--- config.mk ---
export PLATFORM = sky130hd
export DESIGN_NAME = button_encoder
export DESIGN_NICKNAME = d
export VERILOG_FILES = /design/src/rtl/button_encoder_pkg.sv /design/src/rtl/button_encoder_debounce_bit.sv /design/src/rtl/button_encoder.sv
export SDC_FILE = /design/constraint.sdc
export NUM_CORES = 1
export LEC_CHECK = 0
export CELL_PAD_IN_SITES_DETAIL_PLACEMENT = 0
export CELL_PAD_IN_SITES_GLOBAL_PLACEMENT = 1
export CORE_UTILIZATION = 39
export CTS_CLUSTER_DIAMETER = 60
export DETAILED_ROUTE_END_ITERATION = 8
export PLACE_DENSITY = 0.77
export SLEW_MARGIN = 5
export SYNTH_ARGS = -nofsm -noshare
export SYNTH_HDL_FRONTEND = slang
export SYNTH_SLANG_ARGS = --single-unit
--- constraint.sdc ---
create_clock -name clk -period 1.25 [get_ports clk]
set_input_delay 0.1875 -clock clk [delete_from_list [all_inputs] [get_ports clk]]
set_output_delay 0.1875 -clock clk [all_outputs]
set_load 0.01 [all_outputs]
--- src/rtl/button_encoder_pkg.sv ---
// Shared types and helpers for the button encoder: FSM states, widths,
// one-hot detection and index encoding of the debounced button vector.
package button_encoder_pkg;

  localparam int CODE_W      = 2;
  localparam int NUM_BUTTONS = 4;

  typedef enum logic {
    IDLE = 1'b0,
    HELD = 1'b1
  } state_t;

  function automatic logic is_onehot(input logic [NUM_BUTTONS-1:0] v);
    return (v != '0) && ((v & (v - 1'b1)) == '0);
  endfunction

  function automatic logic [CODE_W-1:0] encode(input logic [NUM_BUTTONS-1:0] v);
    logic [CODE_W-1:0] r;
    r = '0;
    for (int i = 0; i < NUM_BUTTONS; i++)
      if (v[i]) r = CODE_W'(i);
    return r;
  endfunction

endpackage

--- src/rtl/button_encoder_debounce_bit.sv ---
// One button bit: 2-flop synchronizer, saturating disagreement counter and
// the accepted (debounced) level.
module debounce_bit #(
  parameter int DEBOUNCE_CYCLES = 4
) (
  input  logic clk,
  input  logic rst,
  input  logic din,
  output logic level
);

  localparam int CNT_W = $clog2(DEBOUNCE_CYCLES + 1);
  localparam logic [CNT_W-1:0] LAST = CNT_W'(DEBOUNCE_CYCLES - 1);
  localparam logic [CNT_W-1:0] MAX  = CNT_W'(DEBOUNCE_CYCLES);

  logic [1:0]       sync;
  logic [CNT_W-1:0] cnt;

  always_ff @(posedge clk) begin
    if (rst) begin
      sync  <= '0;
      cnt   <= '0;
      level <= 1'b0;
    end else begin
      sync <= {sync[0], din};
      // level flips on the DEBOUNCE_CYCLES-th consecutive disagreeing cycle
      if (sync[1] != level) begin
        if (cnt >= LAST) begin
          level <= sync[1];
          cnt   <= '0;
        end else if (cnt != MAX) begin
          cnt <= cnt + CNT_W'(1);
        end
      end else begin
        cnt <= '0;
      end
    end
  end

endmodule

--- src/rtl/button_encoder.sv ---
// Debounces four player buttons and reports single presses as a binary code
// with a one-cycle valid. Optional err pulse on multi-press under
// BUTTON_ENCODER_MULTI_ERR_EN.
module button_encoder
  import button_encoder_pkg::*;
#(
  parameter int DEBOUNCE_CYCLES = 4
) (
  input  logic                   clk,
  input  logic                   rst,
  input  logic [NUM_BUTTONS-1:0] button,
  output logic [CODE_W-1:0]      code,
  output logic                   valid,
  output logic                   busy
`ifdef BUTTON_ENCODER_MULTI_ERR_EN
  ,
  output logic                   err
`endif
);

  logic [NUM_BUTTONS-1:0] level;
  logic [NUM_BUTTONS-1:0] db_q;
  state_t                 state, state_nxt;
  logic                   valid_nxt;
  logic [CODE_W-1:0]      code_nxt;
`ifdef BUTTON_ENCODER_MULTI_ERR_EN
  logic                   err_nxt;
`endif

  debounce_bit #(.DEBOUNCE_CYCLES(DEBOUNCE_CYCLES)) u_db [NUM_BUTTONS-1:0] (
    .clk   (clk),
    .rst   (rst),
    .din   (button),
    .level (level)
  );

  // db_q retimes the debounced vector so decode and busy share one stage
  always_ff @(posedge clk) begin
    if (rst) begin
      state <= IDLE;
      db_q  <= '0;
      valid <= 1'b0;
      code  <= '0;
      busy  <= 1'b0;
`ifdef BUTTON_ENCODER_MULTI_ERR_EN
      err   <= 1'b0;
`endif
    end else begin
      state <= state_nxt;
      db_q  <= level;
      valid <= valid_nxt;
      code  <= code_nxt;
      busy  <= |db_q;
`ifdef BUTTON_ENCODER_MULTI_ERR_EN
      err   <= err_nxt;
`endif
    end
  end

  always_comb begin
    state_nxt = state;
    valid_nxt = 1'b0;
    code_nxt  = code;
`ifdef BUTTON_ENCODER_MULTI_ERR_EN
    err_nxt   = 1'b0;
`endif
    case (state)
      IDLE: begin
        if (is_onehot(db_q)) begin
          valid_nxt = 1'b1;
          code_nxt  = encode(db_q);
          state_nxt = HELD;
        end else if (db_q != '0) begin
          state_nxt = HELD;
`ifdef BUTTON_ENCODER_MULTI_ERR_EN
          err_nxt   = 1'b1;
`endif
        end
      end
      HELD: begin
        if (db_q == '0) state_nxt = IDLE;
      end
      default: state_nxt = IDLE;
    endcase
  end

endmodule
==> out/metrics.csv <==
stage,metric,value,unit
sta,Setup-failing EPs final,1,
critical_path,"Cell Chain, Critical Path",ha_4 > ha_4 > a211oi_4 > mux2i_1 > nor2_1,
clock_tree,Worst-Skew Late Latency,0.32,ns
global_routing,initial antenna violation count,0,
clock_tree,TritonCTS Buffers,5,
yosys,Synth area leader,dfxtp_1,
layout,layout cell share with drive strength beyond 1,29.9,%
critical_path,cells on worst reg2reg path,5,
yosys,ys flop type,dfxtp_1,
routing,WL final,2300,microns
critical_path,CP Capture Type,flop,
clock_tree,Clock Tree Root,clkbuf_4,
yosys,Syn Inst Count,134,
floorplan,die width,59.8,microns
routing,1st-iter DRT viols,23,
sta,Setup TNS,-0.00903,ns
yosys,"Avg Cell Area, Syn",9.71,sq um
pwr,power density over the cells,919,mW/mm^2
yosys,"EDFF count, synth",0,
sta,final hold vios,0,
critical_path,crit path max fanout,2,
layout,fin nets,182,
floorplan,Die H,59.8,microns
global_routing,vias in the first global route,1027,
sta,upper clock frequency limit,0.794,GHz
sta,final worst path period share,101,%
floorplan,die area,0.00357,sq mm
sta,RSZ-0062 raised after global routing,true,
yosys,largest cells by area after synthesis,"dfxtp_1 (49%), ha_1 (12%), nor2b_1 (5.8%), inv_1 (3.8%), a21oi_1 (3.5%)",
yosys,Cell variety after synth,18,
routing,detail-routed net length per standard cell,11.1,microns
global_routing,gr usage total,15.9,%
critical_path,Crit path top cell by count,ha_4,
global_routing,first-pass GRT wire length,4030,microns
floorplan,Core Rows,20,
outcome,status,"finished, violations left",
routing,total number of vias,992,
sta,post-route setup slack,-0.00903,ns
clock_tree,H-tree Lvls,2,
critical_path,Worst Setup SP,u_db[0].cnt[0]$_SDFFE_PP0P_,
pwr,worst vdd ir,0.000548,V
clock_tree,worst-case clock buffer depth,2,
placement,"worst slack, placed",-0.0617,ns
run,max_cap viols,0,
critical_path,crit start category,flop,
sta,Setup Skew,0.00400,ns
routing,1st-pass router iterations,4,
layout,Layout area overhead,37.5,%
yosys,Synth Warn #,0,
placement,placed cell count,201,
critical_path,CP max stage cell,dfxtp_2,
layout,final instance area,0.00179,sq mm
clock_tree,"Reg clk slew, reported paths",0.09,ns
min_path,Hold WC Path Type,in -> reg,
critical_path,"slowest stage delay, CP",0.35,ns
layout,final design utilization,57.7,%
placement,cell area after placement,0.00159,sq mm
global_routing,largest net degree at the start of global routing,20,
floorplan,initial core utilization,41.9,%
yosys,synth cell count leaders,"dfxtp_1 (32), inv_1 (13), ha_1 (12), nor2b_1 (12), a21oi_1 (9)",
critical_path,CP Data Required Time,1.47,ns
outcome,failing checks,setup timing,
sta,final hold slack,0.405,ns
routing,Vias per Instance,4.77,
critical_path,Critical Path Sink,u_db[0].level$_SDFFE_PP0P_,
placement,port bufs,9,
pwr,Design Power,1.64,mW
critical_path,worst r2r src,u_db[0].cnt[0]$_SDFFE_PP0P_,
critical_path,CP arrival,1.48,ns
yosys,asr flop ratio synth,0,%
layout,final non-filler cell total,208,
layout,Antenna diodes,0,
placement,GPL Wtd Cong,0.821,
yosys,top-count cell post-synth,dfxtp_1,
clock_tree,clk sink count,32,
global_routing,grt total ovfl,0,
pwr,Lkg Pwr,0.725,nW
sta,post-layout minimum cycle time,1.26,ns
sta,worst relative slew slack,78.7,%
yosys,Synth Cell Area,0.00130,sq mm
placement,DP HPWL,1580,microns
min_path,worst hold stages,2,
sta,Final Slew Violations,0,
clock_tree,cts hold-fix bufs,0,
clock_tree,CTS tree,yes,
routing,DRC viols,0,
yosys,Yosys top cell area share,49.2,%
critical_path,CP Class,reg -> reg,
sta,Slew @ Worst Pin,0.319,ns
yosys,"FF+latch count, synth",32,
critical_path,FF-to-FF End,u_db[0].level$_SDFFE_PP0P_,
critical_path,Reg2Reg Setup Slack,-0.009,ns
yosys,Post-Syn Nets,152,
routing,post-route ant nets,0,
floorplan,I/O pins,10,
yosys,post-synthesis sequential area ratio,49.2,%
floorplan,Core Area,0.00310,sq mm
## how the worst min path moves through the flow
stage                                    start                    endpoint  slack [ns]
finish                               button[2]  u_db[2].sync[0]$_SDFF_PP0_        0.41
detailed placement  u_db[1].sync[0]$_SDFF_PP0_  u_db[1].sync[1]$_SDFF_PP0_        0.43
floorplan                            button[0]  u_db[0].sync[0]$_SDFF_PP0_        0.32
CTS                                  button[2]  u_db[2].sync[0]$_SDFF_PP0_        0.38
global placement    u_db[1].sync[0]$_SDFF_PP0_  u_db[1].sync[1]$_SDFF_PP0_        0.42
global route                         button[3]  u_db[3].sync[0]$_SDFF_PP0_        0.41
## layout by cell type (no fill, tap or decap), drive strengths merged
master / netlist / layout
a211oi: 5 / 5
a21oi: 9 / 9
and3: 4 / 4
buf: 0 / 16
clkbuf: 2 / 6
clkdlybuf4s50: 0 / 5
clkinv: 0 / 1
dfxtp: 32 / 32
dlygate4sd2: 0 / 4
ha: 12 / 12
inv: 13 / 13
mux2i: 4 / 4
nand2: 8 / 8
nand3: 8 / 8
nor2: 5 / 5
nor2b: 12 / 12
nor3: 6 / 6
nor4: 3 / 3
o221a: 1 / 1
or3: 2 / 2
xnor2: 3 / 3
xor2: 5 / 5
## cell families (layout without fill, tap and decap cells)
| family | Yosys count | count (layout) | synth area share (%) |
|---|---|---|---|
| simple gates | 48 | 48 | 19.2 |
| compound gates | 15 | 15 | 7.21 |
| fa+ha+maj | 12 | 12 | 11.5 |
| xor+xnor | 8 | 8 | 5.38 |
| flops | 32 | 32 | 49.2 |
| mux | 4 | 4 | 3.08 |
| buf+inv | 15 | 45 | 4.33 |
## critical path: cells and delay by family (launching register included)
kind | cells | cell delay (ns)
AOI/OAI and AO/OA | 1 | 0.21
adders and majority gates | 2 | 0.32
DFF | 1 | 0.35
muxes | 1 | 0.22
and+or+nand+nor | 1 | 0.06
## per-layer routing
layer	global-route usage, %	share of wire (%)
met5	0	0
met4	9.97	2.1
met3	5.19	2.6
met2	28.4	51
met1	15.7	44
## what timing repair did
action | CTS | global route
resized for setup | 28 | 7
pin swaps | 11 | 13
setup endpoints to repair | 14 | 12
buffers inserted | 1 | 0
## power breakdown
part | switching, mW | internal (mW) | leakage, nW | total, mW
Sequential | 0.00857 | 1.04 | 0.264 | 1.04
Combinational | 0.0359 | 0.0378 | 0.433 | 0.0737
Clock | 0.321 | 0.207 | 0.0281 | 0.527
## layout make-up
type / count / area, sq um
timing repair buffer: 25 / 205
inverter: 13 / 48.8
fill: 299 / 1310
clock buffer: 6 / 41.3
tap: 44 / 55.1
clock inverter: 1 / 5.00
sequential: 32 / 651
multi-input combinational: 87 / 783
## registers in the layout (all words and copies together), names as in the netlist
name,cells
valid,1
u_db.level,4
db_q,4
u_db.cnt,12
busy,1
u_db.sync,8
code,2
No activity file was read; power rests on OpenSTA's default activity.
